<file path="src/rtl/sumador_serial.sv">
// Bit-serial N-bit adder: one full adder, LSB first, result published on entry to DONE.
// Optional signed-overflow output ovf is enabled by defining SUMADOR_SERIAL_OVF_EN.
//
// state | meaning
// IDLE  | waiting for start; sum/co hold the last result
// SHIFT | one bit position per cycle, N cycles total
// DONE  | result valid, done pulses for one cycle
module sumador_serial #(
    parameter int N = 4
) (
    input  logic         clk,
    input  logic         rst,
    input  logic         start,
    input  logic [N-1:0] a,
    input  logic [N-1:0] b,
    input  logic         ci,
    output logic         busy,
    output logic         done,
`ifdef SUMADOR_SERIAL_OVF_EN
    output logic         ovf,
`endif
    output logic [N-1:0] sum,
    output logic         co
);

    localparam int CW = $clog2(N) + 1;

    typedef enum logic [1:0] {
        IDLE  = 2'd0,
        SHIFT = 2'd1,
        DONE  = 2'd2
    } state_t;

    state_t        state;
    state_t        state_n;
    logic [N-1:0]  a_sh;
    logic [N-1:0]  b_sh;
    logic [N-1:0]  res;
    logic [N-1:0]  res_n;
    logic [CW-1:0] cnt;
    logic          carry;
    logic          fa_s;
    logic          fa_co;
    logic          last_bit;

    assign fa_s     = a_sh[0] ^ b_sh[0] ^ carry;
    assign fa_co    = (a_sh[0] & b_sh[0]) | (a_sh[0] & carry) | (b_sh[0] & carry);
    assign last_bit = (cnt == CW'(N - 1));
    assign res_n    = {fa_s, {(N-1){1'b0}}} | (res >> 1);

    always_ff @(posedge clk) begin
        if (rst) begin
            state <= IDLE;
        end else begin
            state <= state_n;
        end
    end

    always_comb begin
        state_n = state;
        case (state)
            IDLE:    if (start) state_n = SHIFT;
            SHIFT:   if (last_bit) state_n = DONE;
            DONE:    state_n = IDLE;
            default: state_n = IDLE;
        endcase
    end

    always_comb begin
        busy = (state != IDLE);
        done = (state == DONE);
    end

    always_ff @(posedge clk) begin
        if (rst) begin
            a_sh  <= '0;
            b_sh  <= '0;
            res   <= '0;
            cnt   <= '0;
            carry <= 1'b0;
            sum   <= '0;
            co    <= 1'b0;
`ifdef SUMADOR_SERIAL_OVF_EN
            ovf   <= 1'b0;
`endif
        end else begin
            case (state)
                IDLE: begin
                    if (start) begin
                        a_sh  <= a;
                        b_sh  <= b;
                        carry <= ci;
                        cnt   <= '0;
                    end
                end
                SHIFT: begin
                    a_sh  <= a_sh >> 1;
                    b_sh  <= b_sh >> 1;
                    carry <= fa_co;
                    res   <= res_n;
                    cnt   <= cnt + CW'(1);
                    // Outputs move only on the final bit so partial sums stay hidden.
                    if (last_bit) begin
                        sum <= res_n;
                        co  <= fa_co;
`ifdef SUMADOR_SERIAL_OVF_EN
                        ovf <= carry ^ fa_co;
`endif
                    end
                end
                default: begin
                end
            endcase
        end
    end

endmodule

</file>
<file path="config.mk">
export PLATFORM = sky130hd
export DESIGN_NAME = sumador_serial
export DESIGN_NICKNAME = d
export VERILOG_FILES = /design/src/rtl/sumador_serial.sv
export SDC_FILE = /design/constraint.sdc
export NUM_CORES = 1
export LEC_CHECK = 0
export ABC_CLOCK_PERIOD_IN_PS = 3150
export CAP_MARGIN = 30
export CELL_PAD_IN_SITES_DETAIL_PLACEMENT = 1
export CELL_PAD_IN_SITES_GLOBAL_PLACEMENT = 2
export CORE_MARGIN = 3
export CORE_UTILIZATION = 30
export DETAILED_ROUTE_END_ITERATION = 7
export PLACE_DENSITY_LB_ADDON = 0.25
export SETUP_SLACK_MARGIN = 0.05
export SKIP_LAST_GASP = 1
export SLEW_MARGIN = 10
export SYNTH_ARGS = -nofsm -noshare
export SYNTH_HDL_FRONTEND = slang
export SYNTH_SLANG_ARGS = --single-unit
</file>
<file path="constraint.sdc">
create_clock -name clk -period 3.15 [get_ports clk]
set_input_delay 0.7875 -clock clk [delete_from_list [all_inputs] [get_ports clk]]
set_output_delay 0.7875 -clock clk [all_outputs]
set_load 0.01 [all_outputs]
</file>
After elaboration in Yosys (flattened, before gate mapping)
Index checks and enable logic that the tools add are counted.

storage, ports and cells
  flip-flop bits (word level) = 23
  bits of input ports = 12
  output and inout bits = 7
  logic and storage cells = 39

operators by class
  add/subtract/negate cells = 1
  eq/ne operators = 5
  muxes and demuxes = 11
  bitwise operators = 8
  reductions and logical operators = 6

operator list
  cell                                                             number
  4-bit one-hot mux with 2 select lines                            2
  4-bit two-way mux                                                2
  3-bit one-hot mux with 2 select lines                            1
  2-bit AND reduction                                              3
  2-bit two-way mux                                                2
  2-bit != test, second input constant                             2
  4-bit by 3-bit OR with 4-bit output                              1
  2-bit one-hot mux with 2 select lines                            1
  2-bit nonzero test                                               2
  3-bit by 1-bit adder with 3-bit output, second input constant    1
  1-bit AND                                                        3
  3-bit by 2-bit == test with 1-bit output, second input constant  1
  3-bit two-way mux                                                1
  2-bit by 1-bit == test with 1-bit output, second input constant  1
  2-bit == test, second input constant                             1
  2-bit zero test                                                  1
  1-bit OR                                                         2
  1-bit one-hot mux with 2 select lines                            1
  1-bit XOR                                                        2
  1-bit two-way mux                                                1

Depth between registers and ports, before layout
  word-level depth = 4
  depth in mapped cells = 5
  depth with buffers taken out = 5

Worst setup path after synthesis
OpenSTA, ideal clock, no wires.

  path kind = input-to-reg
  from = input start
  to = register b_sh[2]
  arrival time = 1,391 ps
  data required time = 3,016 ps
  slack = 1,625 ps
  cell stages on the path = 4
  path buffers = 1
  cells stage by stage = or3b_1 -> buf_6 -> nor2_1 -> nor4_1

on the way
  cells in the longest elaborated chain, start to end = 2

RTL lines
  element                        RTL line  text
  start: declaration             13        input logic start,
  2-bit != test (no line)        -
  2-bit AND reduction (no line)  -
  end signal: assignment         98        b_sh <= b_sh >> 1;
  end: declaration               37        logic [N-1:0] b_sh;

Every way passes these cells.
A chain may end at the register's enable or synchronous reset.

Worst setup path in the final report
  from = register state[1]
  to = output done

on the way
  cells in the longest elaborated chain, start to end = 1

RTL lines
  element                   RTL line  text
  start: declaration        34        state_t state;
  start signal: assignment  55        state <= state_n;
  2-bit == test             71        done = (state == DONE);
  end: declaration          18        output logic done,

Every way passes these cells.

==> summary.md <==
| Metric | Value |
|---|---|
| Placer congestion estimate | ~0.71 |
| RSZ-0062 raised after global routing | false |
| Max Fclk | ~430 MHz |
| Die Ht | 61.4 µm |
| CP Data Required Time | 2.36 ns |
| Pwr/cell area | approximately 460 nW/µm² |
| Number of global-route vias before repair | 840 |
| Total track usage | approximately an eighth |
| CP Cell Sequence | nor2b_1, clkdlybuf4s50_1 |
| Synth Instances | approximately 110 |
| Hold Fails Final Rpt | 0 |
| Post-synth EDFFs | 0 |
| Crit path from | state[1]$_SDFFE_PP0P_ |
| Commonest cells post-synth | nor2_1, dfxtp_1, nand2_1, a21oi_1, nor4_1 |
| Seq/Total Area, Yosys | between 40% and 50% |
| Final setup vio count | 0 |
| Initial antenna violation count | 0 |
| CP Class | flip-flop to output port |
| Total number of vias | between 700 and 800 |
| Row cnt | 19 |
| WP depth | 2 |
| Reg2reg start | cnt[0]$_SDFFE_PP0P_ |
| Worst-Skew Late Latency | roughly 0.30 ns |
| Internal reg-to-reg setup slack | around 1.8 ns |
| First-pass GRT wire length | 3600 µm |
| Global-route congestion overflow total | 0 |
| Startpoint types | flip-flop |
| Avg Inst Size Synth | 8.61 µm² |
| Total CTS buffers | 3 |
| Hold_buf cts | 0 |
| Root buffer cell | clkbuf_4 |
| Core ar. | roughly 2800 µm² |
| #FFs+latches synth | 22 |
| R2R depth | 5 |
| Fraction of layout cells with a size suffix above 1 | between 8 and 9% |
| Buf+Inv Stages, Crit Path | 1 |
| Area growth syn-to-layout | 23.1% |
| Status | complete, no violations |
| Post-DRT Antenna Nets | 0 |
| Worst IR drop on VDD | approximately 0.17 mV |
| CTS max path bufs | 2 |
| Worst setup path endpoint | done |
| Arr. time, crit path | about 1.5 ns |
| Worst path slowest cell | clkdlybuf4s50_1 |
| Leak pwr | ~0.42 nW |
| First drt pass iteration count | 2 |
| Worst hold path class | flip-flop to flip-flop |
| Leading area contributor after synthesis | dfxtp_1 |
| Die Area | about 3800 µm² |
| Antenna cell count | 0 |
| Tmin final | 2.30 ns |
| Period utilisation layout | between 70% and 80% |
| Drc violations | 0 |
| RR Endpoint | co$_SDFFE_PP0P_ |
| TritonCTS clock tree | built |
| I/O Buffers | 18 |
| Drt initial violations | 30 |
| CP top delay family | buffers and inverters |
| Crit. End Element | output port |
| CP max stage delay | approximately 0.55 ns |
| Post-route cell area | 1130 µm² |
| Setup TNS | 0 ns |
| Die width | 61.4 µm |
| Synth Warn # | 0 |
| Hold Crit Start | sum[1]$_SDFFE_PP0P_ |
| Routed len/inst | around 13 µm |
| Synth Flop Type | dfxtp_1 |
| Count leader, synth | nor2_1 |
| Ys async rst share | 0% |
| Top cells by area, synth | dfxtp_1, nor2_1, nor4_1 |
| Netlist cell types | 27 |
| Post-DP HPWL | approximately 1600 µm |
| Via density | roughly 5.1 |
| Slew HR | 45.5% |
| H-tree Lvls | 1 |
| Clk_skew | 0.00929 ns |
| Top cell type's share of synthesized area | between 40% and 50% |
| Setup bufs post-CTS | 0 |
| Syn Nets | around 120 |
| Initial Util | roughly 33% |
| Post-CTS Resized | 0 |
| Synth Cell Area | slightly above 900 µm² |
| Routed WL | roughly 2100 µm |
| Max-cap violations | 0 |
| Io pins | 19 |
| Worst-Margin Slew | 0.814 ns |
| Clock slew at reported path FFs | around 0.12 ns |
| Pins Over Slew Limit | 0 |
| Clk sink count | 22 |
| Largest net degree at the start of global routing | 23 |
| Post-DP Area | approximately 1100 µm² |
| Nets@finish | around 140 |
| Maximum fanout along the worst path | 10 |
## logic make-up after synthesis
family,share of synthesized area [%]
simple gates,30.0
flops,47.8
compound gates,9.65
buf+inv,5.43
fa+ha+maj,4.89
mux,2.17
## worst min path at each step
stage          cells past startpoint                  end
6_report                           2  sum[1]$_SDFFE_PP0P_
3_5_place_dp                       2  sum[1]$_SDFFE_PP0P_
4_1_cts                            2  sum[1]$_SDFFE_PP0P_
5_1_grt                            2  sum[3]$_SDFFE_PP0P_
2_1_floorplan                      2  res[1]$_SDFFE_PP0P_
3_3_place_gp                       2  sum[2]$_SDFFE_PP0P_
## worst register-to-register path: cells and delay by family (launching register included)
| family | cells | cell delay, ns |
|---|---|---|
| simple gates | 2 | 0.37 |
| flops | 1 | 0.36 |
| compound gates | 1 | 0.08 |
| fa+ha+maj | 2 | 0.46 |
## layout by cell type, fill, tap and decap left out, types with 3 or more instances in the layout
cell type and count:
nand3_1 5, clkdlybuf4s50_1 18, a22oi_1 3, nor2_2 4, nor4_1 7, nand2_1 11, a21oi_1 8, clkbuf_4 3
dfxtp_1 22, nor2_1 23
## registers in the layout (all words and copies together) (netlist names)
signal / cells
cnt: 3
state: 2
sum: 4
b_sh: 4
co: 1
res: 3
a_sh: 4
carry: 1
## through the flow
stage	worst slack, ns	total power, mW	utilization, %	hold slack [ns]	std cells
6_report	0.846	0.522	40.1	0.471	154
5_1_grt	0.728	0.550	40.1	0.503	154
4_1_cts	0.827	0.532	40.1	0.476	154
3_5_place_dp	0.916	0.376	38.8	0.458	150
3_3_place_gp	0.949	0.374	38.8	0.446	150
2_1_floorplan	1.62	0.351	-	0.437	107
## layer usage
layer | track usage, % | vias to the layer above | part of all wire, %
met2 | 22.8 | 16 | 49
met3 | 4.40 | 2 | 5.9
li1 | - | 391 | -
met1 | 15.7 | 379 | 44
met5 | 0 | - | 0
met4 | 2.73 | 0 | 0.43
## where the power goes
group          internal [mW]  leakage [nW]  total (mW)  switching, mW
Combinational         0.0320         0.222      0.0662         0.0342
Clock                 0.0705        0.0210       0.153         0.0830
Sequential             0.292         0.180       0.302         0.0106
## area by class of cell
type	instances	area, µm²
Clock buffer	4	36.3
Fill cell	342	1700
Inverter	2	7.51
Multi-Input combinational cell	77	430
Sequential cell	22	440
Tap cell	31	38.8
Timing Repair Buffer	18	180
Power figures use the tool's default switching activity.
